File: config.mk
export PLATFORM = sky130hd
export DESIGN_NAME = rx_lbuf_sched
export DESIGN_NICKNAME = d
export VERILOG_FILES = /design/src/rtl/rx_lbuf_pkg.sv /design/src/rtl/rx_lbuf_slot.sv /design/src/rtl/rx_lbuf_sched.sv
export SDC_FILE = /design/constraint.sdc
export NUM_CORES = 1
export LEC_CHECK = 0
export BUFFER_PORTS_ARGS = -buffer_cell sky130_fd_sc_hd__buf_2
export CORE_MARGIN = 10
export CORE_UTILIZATION = 49
export DETAILED_ROUTE_END_ITERATION = 6
export PLACE_DENSITY = 0.83
export SYNTH_ARGS = -nofsm -noshare
export SYNTH_HDL_FRONTEND = slang
export SYNTH_HIERARCHICAL = 1
export SYNTH_SLANG_ARGS = --single-unit
File: constraint.sdc
create_clock -name clk -period 2.91 [get_ports clk]
set_clock_uncertainty 0.05 [all_clocks]
set_input_delay 0.4365 -clock clk [delete_from_list [all_inputs] [get_ports clk]]
set_output_delay 0.4365 -clock clk [all_outputs]
set_load 0.01 [all_outputs]
File: src/rtl/rx_lbuf_pkg.sv
// Shared definitions for the receive large-buffer scheduler: FSM encoding,
// buffer identifiers and default widths.
package rx_lbuf_pkg;

   localparam int unsigned DEF_ADDR_W = 64;
   localparam int unsigned DEF_CNT_W  = 32;

   localparam logic LBUF_ID_1 = 1'b0;
   localparam logic LBUF_ID_2 = 1'b1;

   typedef enum logic [3:0] {
      StWait  = 4'b0001,
      StOffer = 4'b0010,
      StBusy  = 4'b0100,
      StRel   = 4'b1000
   } sched_state_e;

endpackage

File: src/rtl/rx_lbuf_slot.sv
// Per-buffer arming tracker: a buffer is eligible only once the host has
// dropped its enable since the last release.
module rx_lbuf_slot (
   input  logic clk,
   input  logic rst_n,
   input  logic en_i,
   input  logic rel_i,
   output logic elig_o
);

   logic armed_q, armed_d;

   // A low enable re-arms even in the release cycle: the host has already let go.
   always_comb begin
      armed_d = armed_q;
      if (!en_i) begin
         armed_d = 1'b1;
      end else if (rel_i) begin
         armed_d = 1'b0;
      end
   end

   always_ff @(posedge clk) begin
      if (!rst_n) begin
         armed_q <= 1'b0;
      end else begin
         armed_q <= armed_d;
      end
   end

   assign elig_o = en_i & armed_q;

endmodule

File: src/rtl/rx_lbuf_sched.sv
// Ping-pong scheduler handing lbuf1/lbuf2 to the rx DMA write engine in
// strict alternation, with a done pulse back to the host decoder.
module rx_lbuf_sched
   import rx_lbuf_pkg::*;
#(
   parameter int unsigned ADDR_W = DEF_ADDR_W,
   parameter int unsigned CNT_W  = DEF_CNT_W
) (
   input  logic              clk,
   input  logic              rst_n,
   input  logic [ADDR_W-1:0] lbuf1_addr,
   input  logic              lbuf1_en,
   output logic              lbuf1_dn,
   input  logic [ADDR_W-1:0] lbuf2_addr,
   input  logic              lbuf2_en,
   output logic              lbuf2_dn,
   output logic              eng_vld,
   output logic [ADDR_W-1:0] eng_addr,
   output logic              eng_id,
   input  logic              eng_ack,
   input  logic              eng_dn,
   output logic              busy,
   output logic [CNT_W-1:0]  served_cnt
);

   sched_state_e      state_q, state_d;
   logic              cur_q, cur_d;
   logic              id_q, id_d;
   logic [ADDR_W-1:0] addr_q, addr_d;
   logic [CNT_W-1:0]  cnt_q, cnt_d;

   logic elig1, elig2, rel1, rel2, cur_elig;

   assign rel1 = (state_q == StRel) && (cur_q == LBUF_ID_1);
   assign rel2 = (state_q == StRel) && (cur_q == LBUF_ID_2);

   rx_lbuf_slot u_slot1 (
      .clk    (clk),
      .rst_n  (rst_n),
      .en_i   (lbuf1_en),
      .rel_i  (rel1),
      .elig_o (elig1)
   );

   rx_lbuf_slot u_slot2 (
      .clk    (clk),
      .rst_n  (rst_n),
      .en_i   (lbuf2_en),
      .rel_i  (rel2),
      .elig_o (elig2)
   );

   // Only the current buffer is ever looked at; the other one waits its turn.
   assign cur_elig = (cur_q == LBUF_ID_2) ? elig2 : elig1;

   always_comb begin
      state_d = state_q;
      cur_d   = cur_q;
      id_d    = id_q;
      addr_d  = addr_q;
      cnt_d   = cnt_q;
      unique case (state_q)
         StWait: begin
            if (cur_elig) begin
               addr_d  = (cur_q == LBUF_ID_2) ? lbuf2_addr : lbuf1_addr;
               id_d    = cur_q;
               state_d = StOffer;
            end
         end
         StOffer: begin
            if (eng_ack) begin
               state_d = eng_dn ? StRel : StBusy;
            end
         end
         StBusy: begin
            if (eng_dn) begin
               state_d = StRel;
            end
         end
         StRel: begin
            cnt_d   = cnt_q + CNT_W'(1);
            cur_d   = ~cur_q;
            state_d = StWait;
         end
         default: state_d = StWait;
      endcase
   end

   always_ff @(posedge clk) begin
      if (!rst_n) begin
         state_q <= StWait;
         cur_q   <= LBUF_ID_1;
         id_q    <= 1'b0;
         addr_q  <= '0;
         cnt_q   <= '0;
      end else begin
         state_q <= state_d;
         cur_q   <= cur_d;
         id_q    <= id_d;
         addr_q  <= addr_d;
         cnt_q   <= cnt_d;
      end
   end

   assign eng_vld    = (state_q == StOffer);
   assign busy       = (state_q == StBusy);
   assign lbuf1_dn   = rel1;
   assign lbuf2_dn   = rel2;
   assign eng_addr   = addr_q;
   assign eng_id     = id_q;
   assign served_cnt = cnt_q;

endmodule
======== Word-level counts from Yosys, hierarchy flattened ========
Cells that the tools add are included.
cells by class
  reduce and logical (&&, ||, !) cells .... 4
  bitwise operators ....................... 3
  muxes and demuxes ....................... 11
  add/subtract/negate cells ............... 1
  equal/unequal tests ..................... 9
operators with widths
  operator               count
  $mux 64                1
  $add 32x1->32 const B  1
  $mux 4                 4
  $pmux 4 s3             1
  $ne 2x1->1 const B     3
  $mux 1                 5
  $eq 4x1->1 const B     1
  $eq 4x2->1 const B     1
  $eq 4x3->1 const B     1
  $eq 4x4->1 const B     1
  $ne 2x2->1 const B     2
  $reduce_and 3->1       1
  $and 1x1->1            2
  $logic_and 1x1->1      2
  $reduce_and 2->1       1
  $not 1->1              1
storage, ports and cells
  word-level logic and storage cells ...... 35
  bits in registers ....................... 104

======== Logic depth before layout (Yosys ltp) ========
Gate-level depths: netlist of the first run.
  depth after elaboration ................. 4
  depth in mapped cells ................... 7
  mapped depth without buffers ............ 5

======== By module ========
The synthesis of the first run kept the hierarchy.
by module, submodules not included
  module         times used  area an instance (µm²)  cells an instance
  rx_lbuf_sched  1           4618.2                  501
  rx_lbuf_slot   2           40.0                    4

======== Least setup slack after synthesis of the first run ========
No wires, ideal clock.
  path type ............................... register -> register
  start ................................... register state_q[2]
  end ..................................... register cnt_q[30], in the netlist served_cnt[30]
  period minus slack after synthesis ...... 1.868 ns
  cell stages (with the launch flop) ...... 7
  data required time ...................... 2.790 ns
  data arrival time ....................... 1.748 ns
  buffers on the path ..................... 2
  setup slack ............................. 1.042 ns
  library setup time ...................... 0.070 ns
  path through ............................ dfxtp_1 > buf_4 > nor4b_4 > nand3_2 > buf_2 > or4_1 > a21oi_1
between the ends
  cells in the longest elaborated chain, start to end .. 1
RTL lines
  element                 line                  RTL
  start, declared         rx_lbuf_sched.sv:26   sched_state_e state_q, state_d;
  start signal, assigned  rx_lbuf_sched.sv:91   state_q <= StWait;
  start signal, assigned  rx_lbuf_sched.sv:97   state_q <= state_d;
  $eq 4x4->1              rx_lbuf_sched.sv:62   unique case (state_q)
  end signal, assigned    rx_lbuf_sched.sv:101  cnt_q <= cnt_d;
  end, declared           rx_lbuf_sched.sv:30   logic [CNT_W-1:0] cnt_q, cnt_d;
No other way between the ends.
A chain may end at the register's enable or synchronous reset.

======== Worst setup path in the final report of the first run ========
  start ................................... register state_q[2]
  end ..................................... output lbuf1_dn
between the ends
  cells in the longest elaborated chain, start to end .. 2
RTL lines
  element            line                 RTL
  $eq 4x4->1         rx_lbuf_sched.sv:34  assign rel1 = (state_q == StRel) && (cur_q == LBUF_ID_1);
  $logic_and 1x1->1  rx_lbuf_sched.sv:34
  end, declared      rx_lbuf_sched.sv:13  output logic lbuf1_dn,
No other way between the ends.

==> impl_metrics.ini, run 1 <==
[sta]
grt_setup_unrepaired = false
setup_viol = 0
tns_ps = 0
fmax_mhz = 438.5
final.min_clock_period_ps = 2281
timing.slew.headroom_pct = 60.51
fin_hold_ws_ps = 218.9
tightest_slew_ps = 590.6
finalMaxSlewViolations = 0
fin_crit_sh_pct = 78.37
hold_viol_final = 0

[detailed_routing]
drc = 0
drt-initial-drc-count = 320
first_pass_iters = 4
top_layer = met4
vias = 4639
postRouteAntennaNets = 0
wire_per_inst_um = 18.06
totalWireLength_um = 15410
routedLengthMet1_um = 5864
wl_met2_um = 8025
via_per_inst = 5.438
dr_wl_met3_um = 1221

[flow_run]
drv_cap = 0

[pwr]
power_density_nw_per_um2 = 454.1
vdd_ir_drop_max_mv = 0.2740
leakage_nw = 2.517

[setup_path]
slowest_stage = or4b_2
reg2reg_depth = 4
crit_required_ps = 2420
worst_path_largest_cell_delay_ps = 720
crit_cells = 3
regToRegSetupSlack_ps = 630
timing_worst_setup_path_type = reg2out
startpoint_type = flop
path_buf_inv = 1
crit_fanout = 10
worst_setup_path_end_kind = output pin
cp.arrival_ps = 1790
r2r-end = served_cnt[31]
timing.rr.start = served_cnt[3]
crit_chain = or4b_2, nor2_1, buf_2
worst_path_dominant_cell_family = simple AND/OR/NAND/NOR gates

[finish]
fin_util_pct = 65.98
drive_above_1_share_pct = 36.10
layout.cells.non_filler = 853
area_delta_synth_final_pct = 30.39
final_nets = 853

[synth]
netlist_top_cells_count = 104 x dfxtp_1, 76 x nor2_1, 65 x mux2i_1, 64 x a211oi_1, 26 x clkbuf_1
yosys_warnings = 6
synth_seq_cells = 104
avgSynthCellArea_um2 = 9.230
yosys.area.top_type_share_pct = 44.31
ys_types = 37
synth-edff-count = 0
yosysSeqAreaShare_pct = 44.31
ys.flop_type = dfxtp_1
yosysTopAreaCell = dfxtp_1
synthCells = 509
syn-num-nets = 644
synthArstFlopShare_pct = 0
yosysMostFrequentCell = dfxtp_1
synth.cell_area_um2 = 4698
synthTopCellsByArea = dfxtp_1 44%, mux2i_1 14%, a211oi_1 10%

[floorplan]
die_y_um = 117.9
die_x_um = 117.9
ioPinCount = 235
coreArea_um2 = 9284
die_area_um2 = 13910
start_util_pct = 50.61
row_count = 35

[cts]
clockBufferDepth = 2
cts_hold_buf = 0
root_buffer = clkbuf_8
cts_tree = yes
cts_buffers = 9
clkTransAtPathRegs_ps = 90
cts_num_sinks = 104
insertion_delay_ps = 350
post_cts_buffers = 0
cts_resized = 0
cts-htree-levels = 3

[worst_hold_path]
min_from = eng_dn
hp-class = in2reg
hold_depth = 2
hold_end = state_q[2]

[global_routing]
overflow = 0
grt_first_pass_wirelength_um = 24650
grt_max_degree = 76
grt_pass1_vias = 4867
track_usage_pct = 21.39
antenna_found_initial = 1

[place]
placed_cells_incl_taps = 836
dp_hpwl_um = 12340
numPortBuffers = 234
globalplace.congestion = 0.8240

[run_status]
status = complete, no violations
[sequential cells by signal (all words and copies together), names as in the netlist]
signal	cells
served_cnt	32
u_slot1/armed_q	1
cur_q	1
state_q	4
eng_addr	64
u_slot2/armed_q	1
eng_id	1
[final cells by class]
class	count	area (µm²)
timing repair buffer	241	1249
sequential	104	2086
clock inverter	4	55.05
clock buffer	12	135.1
inverter	5	18.77
tap	129	161.4
antenna	1	2.502
fill	810	3158
multi-input combinational	357	2419
[kinds of logic after synthesis]
kind of cell,after synthesis,synth area share (%)
compound gates,114,16.54
xor+xnor,10,1.864
fa+ha+maj,1,0.2663
buf+inv,48,4.261
flops,104,44.31
mux,66,14.09
simple gates,166,18.67
[layer usage]
metal,vias up,GRT usage [%]
met1,2168,21.91
met3,22,8.153
met2,152,38.64
li1,2297,-
met5,-,0
met4,0,7.651
[how the worst max path moves through the flow]
stage	from	endpoint
2_1_floorplan	state_q[2]	served_cnt[30]
3_3_place_gp	served_cnt[3]	served_cnt[29]
3_5_place_dp	served_cnt[3]	served_cnt[31]
4_1_cts	state_q[2]	lbuf1_dn
5_1_grt	served_cnt[3]	served_cnt[29]
6_report	state_q[2]	lbuf1_dn
[report_power, final]
part | total [mW] | switching [mW] | leakage [nW] | internal, mW
Combinational | 0.376 | 0.200 | 1.58 | 0.176
Sequential | 1.52 | 0.0345 | 0.848 | 1.49
Clock | 0.886 | 0.482 | 0.0908 | 0.403
Total | 2.78 | 0.717 | 2.52 | 2.06
[layout by cell type (no fill, tap or decap), types with 10 or more instances in the layout]
cell type,count
a211oi_1,64
nor2_1,76
dfxtp_1,103
mux2i_1,65
nand4_1,12
a21oi_1,23
nand2_1,11
or4_1,15
o31ai_1,15
buf_2,234
nand3_1,10
[through the flow]
step | power, mW | worst slack [ps] | area, µm²
after floorplan | 1.733 | 1042 | 4698
after global placement | 1.915 | 780.2 | 5933
after detailed placement | 1.932 | 692.1 | 5933
after CTS | 2.805 | 621.6 | 6123
after global routing | 2.918 | 390.6 | 6126
final | 2.782 | 629.3 | 6126
(Power assumes the default switching activity.)
==> inputs of run 2 (changes only) <==
--- a/config.mk
+++ b/config.mk
@@ -7,9 +7,9 @@
 export LEC_CHECK = 0
 export BUFFER_PORTS_ARGS = -buffer_cell sky130_fd_sc_hd__buf_2
 export CORE_MARGIN = 10
-export CORE_UTILIZATION = 49
+export CORE_UTILIZATION = 41
 export DETAILED_ROUTE_END_ITERATION = 6
-export PLACE_DENSITY = 0.83
+export PLACE_DENSITY = 0.74
 export SYNTH_ARGS = -nofsm -noshare
 export SYNTH_HDL_FRONTEND = slang
 export SYNTH_HIERARCHICAL = 1
==> constraint.sdc (replaced) <==
create_clock -name clk -period 1.89 [get_ports clk]
set_clock_uncertainty 0.05 [all_clocks]
set_input_delay 0.2835 -clock clk [delete_from_list [all_inputs] [get_ports clk]]
set_output_delay 0.2835 -clock clk [all_outputs]
set_load 0.01 [all_outputs]
==> impl_metrics.ini, run 2 (synthesized netlist as in run 1, its figures left out) <==
[cts]
cts-htree-levels = 3
insertion_delay_ps = 340
cts_tree = yes
cts_num_sinks = 104
clkTransAtPathRegs_ps = 70
cts_buffers = 9
cts_hold_buf = 0
clockBufferDepth = 2
root_buffer = clkbuf_16

[detailed_routing]
vias = 4761
via_per_inst = 5.314
postRouteAntennaNets = 0
drc = 0
totalWireLength_um = 15410
first_pass_iters = 4
wire_per_inst_um = 17.20
drt-initial-drc-count = 281

[setup_path]
cp-startpoint = state_q[0]
startpoint_type = flop
cp.arrival_ps = 1530
endpoint = lbuf2_dn
timing_worst_setup_path_type = reg2out
r2r-end = served_cnt[27]
reg2reg_depth = 6
crit_required_ps = 1560
worst_setup_path_end_kind = output pin
regToRegSetupSlack_ps = 30
crit_fanout = 8
timing.rr.start = state_q[0]

[finish]
drive_above_1_share_pct = 40.96
largest_register_ff_count = 64
final_cell_mix = 233 x buf_2, 98 x dfxtp_1, 75 x nor2_1, 65 x mux2i_1, 64 x a211oi_1
final_common_cell = buf_2
area_delta_synth_final_pct = 40.05
final_nets = 882

[pwr]
p_clk_share_pct = 37.7
switching_power_mw = 1.192
comb_power_share_pct = 12.5
vdd_ir_drop_max_mv = 0.5110
p_int_mw = 3.504
power_density_nw_per_um2 = 713.7
sequentialPowerShare_pct = 49.8
leakage_nw = 2.721
p_sw_share_pct = 25.39

[sta]
timing.slew.headroom_pct = 73.40
tightest_slew_ps = 399.1
fin_ws_ps = 29.46
final.min_clock_period_ps = 1861
fin_crit_sh_pct = 98.44
hold_viol_final = 0
fmax_mhz = 537.5
finalMaxSlewViolations = 0
fin_hold_ws_ps = 73.13
grt_setup_unrepaired = true
setup_viol = 0

[flow_run]
drv_cap = 0

[global_routing]
busiest_layer = met2
use_met1_pct = 19.05
overflow = 0
antenna_found_initial = 1
grt_max_degree = 65
grt_first_pass_wirelength_um = 23730
grtUsageMet3_pct = 7.858
gr-usage-met2_pct = 30.07
grt_pass1_vias = 4744
track_usage_pct = 17.58

[place]
dp_hpwl_um = 11780
globalplace.congestion = 0.8194
numPortBuffers = 234
dpl_worst_slack_ps = -35.60

[floorplan]
die_y_um = 127.0
ioPinCount = 235
coreArea_um2 = 11320
row_count = 39
die_x_um = 127.0
start_util_pct = 41.50
die_area_um2 = 16140

[run_status]
status = complete, no violations

[worst_hold_path]
hp-class = in2reg
[run 2: cell types whose count changed in the layout (fill, tap and decap cells not counted), moves of 3 or more]
cell	change
buf_4	+22
buf_6	+5
clkbuf_1	-3
clkbuf_16	+9
clkbuf_8	-8
dfxtp_1	-5
dfxtp_2	+4
[run 2: per-stage QoR]
stage / TNS [ps] / area, µm² / util (%) / std cells / total power, mW
after floorplan: 0 / 4698 / - / 509 / 2.668
after global placement: 0 / 6103 / 53.91 / 867 / 2.956
after detailed placement: -157.0 / 6103 / 53.91 / 867 / 2.977
after CTS: -20.73 / 6417 / 56.69 / 884 / 4.740
after global routing: -227.6 / 6580 / 58.12 / 896 / 4.921
final: 0 / 6580 / 58.12 / 896 / 4.696
[run 2: power by group through the flow]
stage,combinational (mW),sequential [mW],clock (mW)
after global routing,0.650,2.35,1.92
after CTS,0.589,2.34,1.81
after detailed placement,0.590,2.39,0
final,0.586,2.34,1.77
after floorplan,0.238,2.43,0
after global placement,0.574,2.38,0
[run 2: worst min path at each step]
stage	start	to	depth (start not counted)
2_1_floorplan	eng_dn	state_q[2]	1
3_3_place_gp	u_slot2/armed_q	u_slot2/armed_q	2
3_5_place_dp	u_slot2/armed_q	u_slot2/armed_q	2
4_1_cts	lbuf2_en	u_slot2/armed_q	2
5_1_grt	lbuf2_en	u_slot2/armed_q	2
6_report	lbuf2_en	u_slot2/armed_q	2
[run 2: timing repair]
item | in CTS | in global routing
gates resized for setup | 8 | 20
cloned | 0 | 2
setup buffers | 1 | 9
pin swaps | 1 | 7
setup endpoints to repair | 25 | 47
[run 2: cell type report]
| cell class | instances | area, µm² |
|---|---|---|
| inverter | 5 | 18.77 |
| multi-input combinational | 358 | 2491 |
| clock buffer | 10 | 239.0 |
| sequential | 104 | 2095 |
| timing repair buffer | 269 | 1513 |
| clock inverter | 6 | 42.54 |
| tap | 143 | 178.9 |
| antenna | 1 | 2.502 |
| fill | 975 | 4741 |
[run 2: critical path, cell delays in order, from the launching register on]
cell	delay [ps]
dfxtp_4	380
nor4b_4	320
buf_6	150
buf_6	110
and2_4	140
buf_6	100
[run 2: routing by layer]
metal  vias up  share of wire (%)  wire length, µm
li1       2366                  -                -
met1      2188                 38             5804
met2       189                 51             7857
met3        18                 10             1539
met4         0                1.4              211
met5         -                  0                0
==> inputs of run 3 (changes only) <==
--- a/config.mk
+++ b/config.mk
@@ -7,9 +7,10 @@
 export LEC_CHECK = 0
 export BUFFER_PORTS_ARGS = -buffer_cell sky130_fd_sc_hd__buf_2
 export CORE_MARGIN = 10
-export CORE_UTILIZATION = 41
+export CORE_UTILIZATION = 43
+export CTS_BUF_LIST = sky130_fd_sc_hd__clkbuf_8
 export DETAILED_ROUTE_END_ITERATION = 6
-export PLACE_DENSITY = 0.74
+export PLACE_DENSITY = 0.77
 export SYNTH_ARGS = -nofsm -noshare
 export SYNTH_HDL_FRONTEND = slang
 export SYNTH_HIERARCHICAL = 1
==> impl_metrics.ini, run 3 (synthesized netlist as in run 1, its figures left out) <==
[cts]
cts_buffers = 9
cts_hold_buf = 0
clockBufferDepth = 2
cts_tree = yes
cts-htree-levels = 3
root_buffer = clkbuf_8
insertion_delay_ps = 360
clkTransAtPathRegs_ps = 100
cts_num_sinks = 104

[sta]
fin_crit_sh_pct = 99.55
setup_viol = 0
hold_viol_final = 0
timing.slew.headroom_pct = 64.23
grt_setup_unrepaired = true
tightest_slew_ps = 536.5
fmax_mhz = 531.5
fin_ws_ps = 8.522
final.min_clock_period_ps = 1881
fin_hold_ws_ps = 39.33
finalMaxSlewViolations = 0

[detailed_routing]
drt-initial-drc-count = 286
wl_met2_um = 7614
drc = 0
top_layer = met4
routedLengthMet1_um = 5764
dr_wl_met3_um = 1321
postRouteAntennaNets = 0
totalWireLength_um = 14950
via_per_inst = 5.267
first_pass_iters = 4
wire_per_inst_um = 16.80
vias = 4688

[global_routing]
grt_pass1_vias = 4703
grt_max_degree = 69
overflow = 0
grt_first_pass_wirelength_um = 23630
track_usage_pct = 18.03
antenna_found_initial = 0

[setup_path]
path_buf_inv = 1
timing_worst_setup_path_type = reg2out
slowest_stage = or4b_4
regToRegSetupSlack_ps = 20
r2r-end = served_cnt[18]
worst_path_dominant_cell_family = simple AND/OR/NAND/NOR gates
crit_fanout = 6
reg2reg_depth = 5
cp.arrival_ps = 1550
startpoint_type = flop
crit_chain = or4b_4, nor2_4, buf_6
worst_setup_path_end_kind = output pin
crit_required_ps = 1560
timing.rr.start = state_q[2]
worst_path_largest_cell_delay_ps = 570

[floorplan]
die_y_um = 124.5
die_x_um = 124.5
row_count = 38
ioPinCount = 235
coreArea_um2 = 10750
start_util_pct = 43.72
die_area_um2 = 15510

[finish]
final_cell_mix = 232 x buf_2, 93 x dfxtp_1, 75 x nor2_1, 65 x mux2i_1, 64 x a211oi_1
final_common_cell = buf_2
largest_register_ff_count = 64
final_nets = 880
fillCellCount = 970
area_delta_synth_final_pct = 38.59
drive_above_1_share_pct = 41.26

[place]
globalplace.congestion = 0.8136
numPortBuffers = 234
dpl_worst_slack_ps = -106.0
dp_hpwl_um = 11600

[pwr]
leakage_nw = 2.705
power_density_nw_per_um2 = 706.0
vdd_ir_drop_max_mv = 0.4040

[run_status]
status = complete, no violations

[worst_hold_path]
hold_depth = 2
min_from = eng_dn
hold_end = state_q[2]
hp-class = in2reg

[flow_run]
drv_cap = 0
==> run 3: cell types whose count changed in the layout (fill, tap and decap cells not counted), moves of 3 or more <==
cell | before | now
dfxtp_1 | 98 | 93
dfxtp_2 | 4 | 7
bufinv_16 | 0 | 3
clkbuf_8 | 1 | 10
clkbuf_16 | 9 | 0
==> run 3: routing by layer <==
metal | vias up | GRT usage, %
li1 | 2350 | -
met1 | 2164 | 19.22
met2 | 154 | 31.45
met3 | 20 | 7.702
met4 | 0 | 5.552
met5 | - | 0
==> run 3: area by class of cell <==
| type | instances | area, µm² | area share, % |
|---|---|---|---|
| inverter | 5 | 18.77 | 0.2882 |
| clock buffer | 10 | 137.6 | 2.114 |
| clock inverter | 5 | 103.9 | 1.595 |
| sequential | 104 | 2106 | 32.34 |
| antenna | 1 | 2.502 | 0.03843 |
| tap | 140 | 175.2 | 2.690 |
| multi-input combinational | 357 | 2467 | 37.89 |
| timing repair buffer | 268 | 1500 | 23.04 |
==> run 3: timing repair <==
action	in CTS	in global routing
setup endpoints to repair	9	56
cloned	0	0
setup buffers	6	3
pin swaps	2	4
gates resized for setup	10	20
==> run 3: worst register-to-register path: cells and delay by family (launching register included) <==
| family | cells | cell delay, ps |
|---|---|---|
| compound gates | 1 | 170 |
| buf+inv | 1 | 180 |
| flops | 1 | 380 |
| simple gates | 3 | 1020 |
==> run 3: power breakdown <==
part	switching, mW	internal (mW)	leakage [nW]
combinational	0.301	0.281	1.73
sequential	0.0503	2.28	0.853
clock	0.768	0.912	0.123
==> run 3: how the worst max path moves through the flow <==
stage,from,end,cells after the start
floorplan,state_q[2],served_cnt[30],6
finish,state_q[2],lbuf1_dn,3
detailed placement,state_q[3],served_cnt[18],4
CTS,state_q[2],lbuf1_dn,3
global placement,state_q[0],served_cnt[22],4
global route,state_q[2],served_cnt[27],6
==> run 3: per-stage QoR <==
| step | setup TNS [ps] | area, µm² | cells | utilization [%] | power, mW |
|---|---|---|---|---|---|
| after floorplan | 0 | 4698 | 509 | - | 2.668 |
| after global placement | 0 | 6107 | 865 | 56.84 | 2.957 |
| after detailed placement | -309.8 | 6107 | 865 | 56.84 | 2.977 |
| after CTS | -23.08 | 6422 | 886 | 59.77 | 4.639 |
| after global routing | -431.5 | 6509 | 889 | 60.57 | 4.795 |
| final | 0 | 6511 | 890 | 60.60 | 4.597 |
